File: config.mk
export PLATFORM = sky130hd
export DESIGN_NAME = ps2_rx_fifo
export DESIGN_NICKNAME = d
export VERILOG_FILES = /design/src/rtl/ps2_rx_fifo.sv
export SDC_FILE = /design/constraint.sdc
export NUM_CORES = 1
export LEC_CHECK = 0
export ABC_CLOCK_PERIOD_IN_PS = 6900
export CAP_MARGIN = 0
export CORE_AREA = 2 2 108 110
export DETAILED_ROUTE_END_ITERATION = 10
export DIE_AREA = 0 0 110 112
export GPL_ROUTABILITY_DRIVEN = 1
export GPL_TIMING_DRIVEN = 0
export PLACE_DENSITY = 0.94
export SLEW_MARGIN = 25
export SYNTH_ARGS = -nofsm -noshare
export SYNTH_HDL_FRONTEND = slang
export SYNTH_SLANG_ARGS = --single-unit
File: constraint.sdc
create_clock -name clk -period 6.9 [get_ports clk]
set_input_delay 1.38 -clock clk [delete_from_list [all_inputs] [get_ports clk]]
set_output_delay 1.38 -clock clk [all_outputs]
set_load 0.01 [all_outputs]
File: src/rtl/ps2_rx_fifo.sv
// PS/2 keyboard receiver: 2FF sync + clock filter, frame FSM with timeout, E0/F0 decoder, FWFT event FIFO (macro PS2_PARITY_CHECK_EN).
// Latency: ev_valid 3 clk after the stop-bit fall_edge; no PS/2 backpressure, a write into a full FIFO is dropped with an overflow pulse.
module ps2_rx_fifo #(
  parameter int FILTER_LEN      = 8,
  parameter int TIMEOUT_CYC     = 200000,
  parameter int FIFO_DEPTH      = 8,
  parameter int SUPPRESS_REPEAT = 1
) (
  input  logic                          clk,
  input  logic                          rstn,
  input  logic                          ps2_clk,
  input  logic                          ps2_data,
  input  logic                          rd_en,
  output logic                          ev_valid,
  output logic [7:0]                    ev_code,
  output logic                          ev_ext,
  output logic                          ev_break,
  output logic [$clog2(FIFO_DEPTH):0]   fifo_count,
  output logic                          overflow,
  output logic                          frame_err
);

  localparam int AW = $clog2(FIFO_DEPTH);
  localparam int FW = (FILTER_LEN > 2) ? $clog2(FILTER_LEN) : 1;
  localparam int TW = $clog2(TIMEOUT_CYC);

  localparam logic [1:0] S_IDLE   = 2'd0;
  localparam logic [1:0] S_DATA   = 2'd1;
  localparam logic [1:0] S_PARITY = 2'd2;
  localparam logic [1:0] S_STOP   = 2'd3;

  typedef struct packed {
    logic       ext;
    logic       brk;
    logic [7:0] code;
  } ev_t;

  logic [1:0]    r_clk_sync;
  logic [1:0]    r_dat_sync;
  logic          r_clk_filt;
  logic [FW-1:0] r_flt_cnt;
  logic          r_fall;
  logic          w_clk_s;
  logic          w_dat_s;

  assign w_clk_s = r_clk_sync[1];
  assign w_dat_s = r_dat_sync[1];

  // Idle PS/2 lines are high, so the synchronizers reset to 1.
  always_ff @(posedge clk or negedge rstn) begin
    if (!rstn) begin
      r_clk_sync <= 2'b11;
      r_dat_sync <= 2'b11;
    end else begin
      r_clk_sync <= {r_clk_sync[0], ps2_clk};
      r_dat_sync <= {r_dat_sync[0], ps2_data};
    end
  end

  always_ff @(posedge clk or negedge rstn) begin
    if (!rstn) begin
      r_clk_filt <= 1'b1;
      r_flt_cnt  <= '0;
      r_fall     <= 1'b0;
    end else begin
      r_fall <= 1'b0;
      if (w_clk_s == r_clk_filt) begin
        r_flt_cnt <= '0;
      end else if (r_flt_cnt == FW'(FILTER_LEN - 1)) begin
        r_clk_filt <= w_clk_s;
        r_flt_cnt  <= '0;
        r_fall     <= r_clk_filt;
      end else begin
        r_flt_cnt <= r_flt_cnt + 1'b1;
      end
    end
  end

  logic [1:0]    r_state;
  logic [2:0]    r_bit_idx;
  logic [7:0]    r_shift;
  logic [TW-1:0] r_to_cnt;
  logic          r_byte_vld;
  logic          w_frame_ok;

`ifdef PS2_PARITY_CHECK_EN
  logic          r_par;
  assign w_frame_ok = w_dat_s & (^{r_shift, r_par});
`else
  assign w_frame_ok = w_dat_s;
`endif

  always_ff @(posedge clk or negedge rstn) begin
    if (!rstn) begin
      r_state    <= S_IDLE;
      r_bit_idx  <= '0;
      r_shift    <= '0;
      r_to_cnt   <= '0;
      r_byte_vld <= 1'b0;
      frame_err  <= 1'b0;
`ifdef PS2_PARITY_CHECK_EN
      r_par      <= 1'b0;
`endif
    end else begin
      r_byte_vld <= 1'b0;
      frame_err  <= 1'b0;
      if (r_fall) begin
        r_to_cnt <= '0;
        case (r_state)
          S_IDLE: begin
            if (!w_dat_s) begin
              r_state   <= S_DATA;
              r_bit_idx <= '0;
            end
          end
          S_DATA: begin
            r_shift <= {w_dat_s, r_shift[7:1]};
            if (r_bit_idx == 3'd7) r_state <= S_PARITY;
            else                   r_bit_idx <= r_bit_idx + 1'b1;
          end
          S_PARITY: begin
`ifdef PS2_PARITY_CHECK_EN
            r_par <= w_dat_s;
`endif
            r_state <= S_STOP;
          end
          default: begin
            r_byte_vld <= w_frame_ok;
            frame_err  <= ~w_frame_ok;
            r_state    <= S_IDLE;
          end
        endcase
      end else if (r_state != S_IDLE) begin
        // A keyboard that stops clocking mid-frame must not wedge the FSM.
        if (r_to_cnt == TW'(TIMEOUT_CYC - 1)) begin
          r_state   <= S_IDLE;
          frame_err <= 1'b1;
          r_to_cnt  <= '0;
        end else begin
          r_to_cnt <= r_to_cnt + 1'b1;
        end
      end
    end
  end

  logic       r_ext_f;
  logic       r_brk_f;
  logic       r_last_vld;
  logic [8:0] r_last;
  logic       r_wr_vld;
  ev_t        r_wr_ev;
  logic       w_last_hit;
  logic       w_drop;

  assign w_last_hit = r_last_vld && (r_last == {r_ext_f, r_shift});
  assign w_drop     = (SUPPRESS_REPEAT != 0) && !r_brk_f && w_last_hit;

  always_ff @(posedge clk or negedge rstn) begin
    if (!rstn) begin
      r_ext_f    <= 1'b0;
      r_brk_f    <= 1'b0;
      r_last_vld <= 1'b0;
      r_last     <= '0;
      r_wr_vld   <= 1'b0;
      r_wr_ev    <= '0;
    end else begin
      r_wr_vld <= 1'b0;
      if (frame_err) begin
        r_ext_f <= 1'b0;
        r_brk_f <= 1'b0;
      end else if (r_byte_vld) begin
        if (r_shift == 8'hE0) begin
          r_ext_f <= 1'b1;
        end else if (r_shift == 8'hF0) begin
          r_brk_f <= 1'b1;
        end else begin
          r_ext_f  <= 1'b0;
          r_brk_f  <= 1'b0;
          r_wr_ev  <= {r_ext_f, r_brk_f, r_shift};
          r_wr_vld <= ~w_drop;
          if (SUPPRESS_REPEAT != 0) begin
            if (!r_brk_f) begin
              r_last_vld <= 1'b1;
              r_last     <= {r_ext_f, r_shift};
            end else if (w_last_hit) begin
              r_last_vld <= 1'b0;
            end
          end
        end
      end
    end
  end

  ev_t           r_mem [FIFO_DEPTH];
  logic [AW-1:0] r_wr_ptr;
  logic [AW-1:0] r_rd_ptr;
  logic          w_full;
  logic          w_pop;
  logic          w_push;
  ev_t           w_head;

  assign w_full   = (fifo_count == (AW + 1)'(FIFO_DEPTH));
  assign w_pop    = rd_en && ev_valid;
  // A pop in the same cycle frees the slot, so a full FIFO still accepts.
  assign w_push   = r_wr_vld && (!w_full || w_pop);
  assign ev_valid = (fifo_count != '0);
  assign w_head   = r_mem[r_rd_ptr];
  assign ev_code  = ev_valid ? w_head.code : 8'h00;
  assign ev_ext   = ev_valid & w_head.ext;
  assign ev_break = ev_valid & w_head.brk;

  always_ff @(posedge clk or negedge rstn) begin
    if (!rstn) begin
      for (int i = 0; i < FIFO_DEPTH; i++) r_mem[i] <= '0;
      r_wr_ptr   <= '0;
      r_rd_ptr   <= '0;
      fifo_count <= '0;
      overflow   <= 1'b0;
    end else begin
      overflow <= r_wr_vld && w_full && !w_pop;
      if (w_push) begin
        r_mem[r_wr_ptr] <= r_wr_ev;
        r_wr_ptr        <= r_wr_ptr + 1'b1;
      end
      if (w_pop) r_rd_ptr <= r_rd_ptr + 1'b1;
      case ({w_push, w_pop})
        2'b10:   fifo_count <= fifo_count + 1'b1;
        2'b01:   fifo_count <= fifo_count - 1'b1;
        default: fifo_count <= fifo_count;
      endcase
    end
  end

endmodule

==> flow_summary.json, run 1 <==
{
  "tightest_slew_ns": 0.820,
  "final.period_utilization_pct": 57.8,
  "dr.pass1.iters": 4,
  "yosysSeqAreaShare_pct": 54.6,
  "final_util_pct": 73.1,
  "maxCapViolations": 0,
  "grt_antenna_before_repair": 0,
  "cts_max_level": 4,
  "drt_wl_total_microns": 14500,
  "status": "finished, final reports clean",
  "r2r_end": "fifo_count[2]$_DFFE_PN0P_",
  "routed-via-count": 4541,
  "cts_resized": 0,
  "synth_cells": 533,
  "rows": 39,
  "max_clock_freq_ghz": 0.251,
  "clockRootBuffer": "clkbuf_16",
  "yosys.area.top_type": "dfrtp_1",
  "syn_nets": 551,
  "p_int_mw": 1.52,
  "drive_above_1_share_pct": 31.5,
  "slew_viol_final": 0,
  "yosys-top-cells-area": "dfrtp_1, mux2_2, mux4_2",
  "postCtsSetupRepairBufs": 0,
  "final_cell_mix": "dfrtp_1, mux2_2, o21ai_0",
  "grt_util_all_layers_pct": 26.1,
  "rsz0062_at_grt": "false",
  "drt-initial-drc-count": 276,
  "ant_nets": 0,
  "core_sq_um": 11200,
  "finalHoldViolCount": 0,
  "postLayoutCellArea_sq_um": 8170,
  "hold_depth": 0,
  "skew_ns": 0.00711,
  "clkTransAtPathRegs_ns": 0.06,
  "synth_edf_count": 0,
  "grt-busiest-layer": "met2",
  "clkLatencyLatePin_ns": 0.42,
  "grt_overflow": 0,
  "synth.avg_cell_area_sq_um": 13.4,
  "crit_path_start_kind": "flop",
  "die_w_microns": 110,
  "fin_cells": 730,
  "endpoint_kind": "primary output",
  "critical_path_class": "reg -> out",
  "reg2reg_slack_ns": 4.01,
  "cp.arrival_ns": 2.61,
  "cts_tree": "yes",
  "ys_seq_elements": 156,
  "die_y_microns": 112,
  "antenna_cells": 0,
  "min_to": "r_clk_sync[1]$_DFF_PN1_",
  "synth_flop_cell": "dfrtp_1",
  "met2_usage_pct": 44.6,
  "cts_hold_buf": 0,
  "ios": 22,
  "areaGrowthSynthToFinish_pct": 14.1,
  "io_buffers": 21,
  "rr_worst_depth": 12,
  "first_global_vias": 4741,
  "dieArea_sq_um": 12300,
  "hp-start": "r_clk_sync[0]$_DFF_PN1_",
  "cp.required_ns": 5.52,
  "layout_commonest_cell": "dfrtp_1",
  "critPathMaxFanout": 10,
  "synth_top_area_share_pct": 52.8,
  "place_worst_setup_slack_ns": 3.18,
  "grt_use_met1_pct": 31.9,
  "tns_ns": 0,
  "fin_crit_ns": 3.99,
  "ir_worst_vdd_mv": 0.189,
  "power_density_nw_per_um2": 234,
  "wl_per_cell_microns": 19.8,
  "share_comb_of_total_power_pct": 2.8,
  "start_util_pct": 64.1,
  "whs_ns": 0.362,
  "dpl.hpwl_microns": 9490,
  "cts_buffers": 17,
  "clock-sinks": 156,
  "swShare_pct": 20.7,
  "drc": 0,
  "gp_congestion": 0.815,
  "p_clk_share_pct": 48.1,
  "finalPower_mw": 1.91,
  "ys_types": 51,
  "grt_pass1_wl_microns": 24100,
  "yosysWarnings": 0,
  "p_leak_nw": 3.82,
  "dpl-instance-area_sq_um": 7580,
  "r2r-start": "fifo_count[1]$_DFFE_PN0P_",
  "grt_max_degree": 81,
  "finalNetCount": 592,
  "synth_area_sq_um": 7160,
  "clk_path_buf_depth": 2,
  "viasPerCell": 6.22,
  "dpl.cell_count": 698,
  "worst_slack_ns": 2.91,
  "synthArstFlopShare_pct": 100,
  "maxSlewHeadroom_pct": 45.4,
  "use_met3_pct": 5.62,
  "power_switching_uw": 396,
  "hold_class": "reg -> reg",
  "seqPwrFrac_pct": 49.1,
  "setup_viol": 0
}
registers in the layout, indices dropped and copies added (netlist names), 2 cells and up:
signal      count
r_wr_ev        10
r_flt_cnt       3
r_mem          80
r_rd_ptr        3
r_state         2
r_shift         8
r_clk_sync      2
fifo_count      4
r_bit_idx       3
r_last          9
r_to_cnt       18
r_wr_ptr        3
r_dat_sync      2
kinds of logic after synthesis:
family / synth area share (%)
and+or+nand+nor: 9.05
adders and majority gates: 2.27
DFF: 54.6
AOI/OAI and AO/OA: 4.05
xor gates and xnor gates: 3.18
buffers and inverters: 2.34
muxes: 24.5
final cells by class:
class                           count  area, sq um
Buffer                             23          115
Clock buffer                       19          433
Clock inverter                     13          150
Fill cell                         694         3000
Inverter                           14         52.6
Multi-Input combinational cell    340         3090
Sequential cell                   156         3910
Tap cell                          143          179
Timing Repair Buffer               22          243
cell usage after synthesis, types with 4 or more instances:
cell,number
xnor2_1,16
mux2i_1,10
buf_2,10
nand4_1,9
o21ai_0,25
inv_1,13
a21oi_1,10
xor2_1,10
mux2_2,107
nand2_1,24
ha_1,13
and3_1,5
nand3_1,8
nor2_1,24
nor4_1,5
clkbuf_1,10
dfrtp_1,151
nand4b_1,4
nor3_1,4
mux4_2,20
dfstp_2,5
or3_1,6
per-layer routing:
metal | wire length, microns | up-vias
li1 | - | 2035
met1 | 5940 | 2370
met2 | 7800 | 110
met3 | 477 | 26
met4 | 263 | 0
met5 | 0 | -
power by group through the flow:
| stage | clock network, mW | registers, mW | logic [mW] |
|---|---|---|---|
| 2_1_floorplan | 0 | 0.953 | 0.0263 |
| 3_3_place_gp | 0 | 0.955 | 0.0482 |
| 3_5_place_dp | 0 | 0.955 | 0.0550 |
| 4_1_cts | 0.931 | 0.939 | 0.0551 |
| 5_1_grt | 0.974 | 0.941 | 0.0620 |
| 6_report | 0.919 | 0.939 | 0.0535 |
critical path: stages, from the launching register on:
cell             delay (ns)
dfrtp_1                0.42
clkbuf_1               0.59
mux4_2                 0.44
mux2i_1                0.19
nor2_1                 0.06
clkdlybuf4s50_1        0.50
worst max path at each step:
stage / to / from
final: ev_ext / r_rd_ptr[1]$_DFFE_PN0P_
after global routing: ev_code[7] / fifo_count[1]$_DFFE_PN0P_
after CTS: ev_code[1] / fifo_count[1]$_DFFE_PN0P_
after detailed placement: fifo_count[2]$_DFFE_PN0P_ / rd_en
after global placement: r_to_cnt[6]$_DFFE_PN0N_ / rstn
after floorplan: fifo_count[2]$_DFFE_PN0P_ / rd_en
Power figures use the tool's default switching activity.
==> run 2, diff against run 1 <==
Settings changed: ABC_CLOCK_PERIOD_IN_PS 6900 to 3700, CORE_AREA 2 2 108 110 to 2 2 112 114, DIE_AREA 0 0 110 112 to 0 0 114 116, PLACE_DENSITY 0.94 to 0.89.
Clock period 6.9 ns to 3.7 ns, I/O delays scaled along.
==> run 2 against run 1 <==
  * Die area grew 7.3%
  * Clock power grew 73%
  * Hold slack lost 0.10 ns
  * Combinational power grew 87%
  * Count of clock-buffer cells in the layout grew 3
  * Routed wire length shrank 1.5%
  * Global-route usage shrank 2.3 points
  * Via count shrank 1.2%
  * Utilization shrank 4.9 points
  * Setup slack lost 2.5 ns
  * Total power grew 80%
  * Largest cell class unchanged
  * Highest routed layer unchanged
==> flow_summary.json, run 2 (same netlist as run 1, synthesis figures left out) <==
{
  "cts_buffers": 17,
  "dpl.hpwl_microns": 9370,
  "clkTransAtPathRegs_ns": 0.06,
  "ant_nets": 0,
  "place_worst_setup_slack_ns": 0.625,
  "clock-sinks": 156,
  "viasPerCell": 6.13,
  "largest_registers": "r_mem: 80 flops, r_to_cnt: 18 flops, r_wr_ev: 10 flops",
  "skew_ns": 0.00676,
  "swShare_pct": 20.9,
  "seqPwrFrac_pct": 51.0,
  "max_stage_delay_ns": 0.53,
  "rsz0062_at_grt": "false",
  "cpMaxStageDelayCell": "clkbuf_1",
  "cp_top_family": "buffers and inverters",
  "rows": 40,
  "fin_crit_ns": 3.34,
  "maxSlewHeadroom_pct": 27.8,
  "areaGrowthSynthToFinish_pct": 13.4,
  "drt-initial-drc-count": 353,
  "path_cells": "clkbuf_2 -> nor4_1 -> clkbuf_1 -> nor2_1 -> clkdlybuf4s50_1",
  "whs_ns": 0.259,
  "grt_util_all_layers_pct": 23.9,
  "path_depth": 5,
  "maxCapViolations": 0,
  "critPathMaxFanout": 10,
  "dpl.cell_count": 702,
  "die_y_microns": 116,
  "cts_resized": 0,
  "antenna_cells": 0,
  "p_clk_share_pct": 46.1,
  "crit_path_start_kind": "flop",
  "status": "finished, final reports clean",
  "cp.arrival_ns": 2.60,
  "core_sq_um": 11900,
  "start_util_pct": 60.1,
  "endpoint_kind": "primary output",
  "gp_congestion": 0.799,
  "grt_max_degree": 95,
  "dr.pass1.iters": 4,
  "p_int_mw": 2.72,
  "cts_hold_buf": 0,
  "fin_cells": 732,
  "p_leak_nw": 3.80,
  "setup_viol": 0,
  "rr_worst_depth": 12,
  "ios": 22,
  "power_density_nw_per_um2": 423,
  "first_global_vias": 4739,
  "path_buf_inv": 3,
  "postCtsSetupRepairBufs": 0,
  "routed-via-count": 4486,
  "finalNetCount": 592,
  "die_w_microns": 114,
  "tightest_slew_ns": 1.07,
  "cts_max_level": 4,
  "finalHoldViolCount": 0,
  "dieArea_sq_um": 13200,
  "layout_commonest_cell": "dfrtp_1",
  "grt_antenna_before_repair": 0,
  "grt_overflow": 0,
  "worst_slack_ns": 0.362,
  "power_switching_uw": 718,
  "max_clock_freq_ghz": 0.300,
  "cp.required_ns": 2.96,
  "largest_register": "r_mem",
  "grt_pass1_wl_microns": 24000,
  "largest_reg_flops": 80,
  "drt_wl_total_microns": 14300,
  "share_comb_of_total_power_pct": 2.9,
  "clockRootBuffer": "clkbuf_16",
  "cts_tree": "yes",
  "final_cell_mix": "dfrtp_1, mux2_2, o21ai_0",
  "slew_viol_final": 0,
  "hold_class": "in -> async",
  "final.period_utilization_pct": 90.2,
  "drc": 0,
  "drive_above_1_share_pct": 30.9,
  "clk_path_buf_depth": 2,
  "io_buffers": 21,
  "ir_worst_vdd_mv": 0.488,
  "clkLatencyLatePin_ns": 0.41,
  "critical_path_class": "reg -> out",
  "wl_per_cell_microns": 19.5
}
==> run 2: changes by cell type in the layout (fill, tap and decap cells not counted) <==
cell	delta
clkbuf_8	+2
o31ai_1	+1
bufinv_16	-2
o31ai_2	-1
clkinv_2	-1
clkbuf_1	+1
clkinvlp_4	-2
==> run 2: layer usage <==
metal | up-vias | wire [microns] | global-route usage, % | part of all wire (%)
met5 | - | 0 | 0 | 0
met4 | 0 | 217 | 8.94 | 1.5
met3 | 22 | 501 | 4.60 | 3.5
met2 | 97 | 7750 | 41.9 | 54
met1 | 2347 | 5800 | 29.6 | 41
li1 | 2020 | - | - | -
==> run 2: worst register-to-register path, delay by kind of cell (launching register included) <==
| family | cells | cell delay, ns |
|---|---|---|
| fa+ha+maj | 2 | 0.53 |
| xor+xnor | 3 | 0.47 |
| buf+inv | 3 | 0.46 |
| compound gates | 1 | 0.14 |
| simple gates | 3 | 0.69 |
| flops | 1 | 0.38 |
==> run 2: area by class of cell <==
class | count | area (sq um)
inverter | 14 | 52.6
timing repair buffer | 22 | 243
buffer | 23 | 115
tap | 147 | 184
multi-input combinational | 340 | 3080
clock buffer | 22 | 464
sequential | 156 | 3910
fill | 814 | 3790
clock inverter | 8 | 70.1
==> run 2: path summary, 6_finish.rpt <==
check                                                from                        end  slack [ns]
worst max register to register  fifo_count[1]$_DFFE_PN0P_  fifo_count[2]$_DFFE_PN0P_        0.92
worst max-delay path            fifo_count[1]$_DFFE_PN0P_                 ev_code[0]        0.36
worst min-delay path                                 rstn    r_rd_ptr[2]$_DFFE_PN0P_        0.26
worst min register to register    r_dat_sync[0]$_DFF_PN1_    r_dat_sync[1]$_DFF_PN1_        0.36
max in group asynchronous                            rstn     r_clk_filt$_DFFE_PN1P_        2.60
min in group clk                  r_dat_sync[0]$_DFF_PN1_    r_dat_sync[1]$_DFF_PN1_        0.36
==> run 2: through the flow <==
| step | instance area [sq um] | util [%] | power [mW] | TNS (ns) |
|---|---|---|---|---|
| 2_1_floorplan | 7160 | - | 1.83 | 0 |
| 3_3_place_gp | 7560 | 63.4 | 1.87 | -591.00 |
| 3_5_place_dp | 7590 | 63.7 | 1.88 | 0 |
| 4_1_cts | 8120 | 68.2 | 3.47 | 0 |
| 5_1_grt | 8120 | 68.2 | 3.56 | 0 |
| 6_report | 8120 | 68.2 | 3.44 | 0 |
==> run 2: power by group through the flow <==
| stage | registers, mW | logic (mW) | clock network [mW] |
|---|---|---|---|
| global route | 1.75 | 0.119 | 1.68 |
| floorplan | 1.78 | 0.0490 | 0 |
| global placement | 1.78 | 0.0901 | 0 |
| finish | 1.75 | 0.100 | 1.59 |
| CTS | 1.75 | 0.105 | 1.61 |
| detailed placement | 1.78 | 0.102 | 0 |
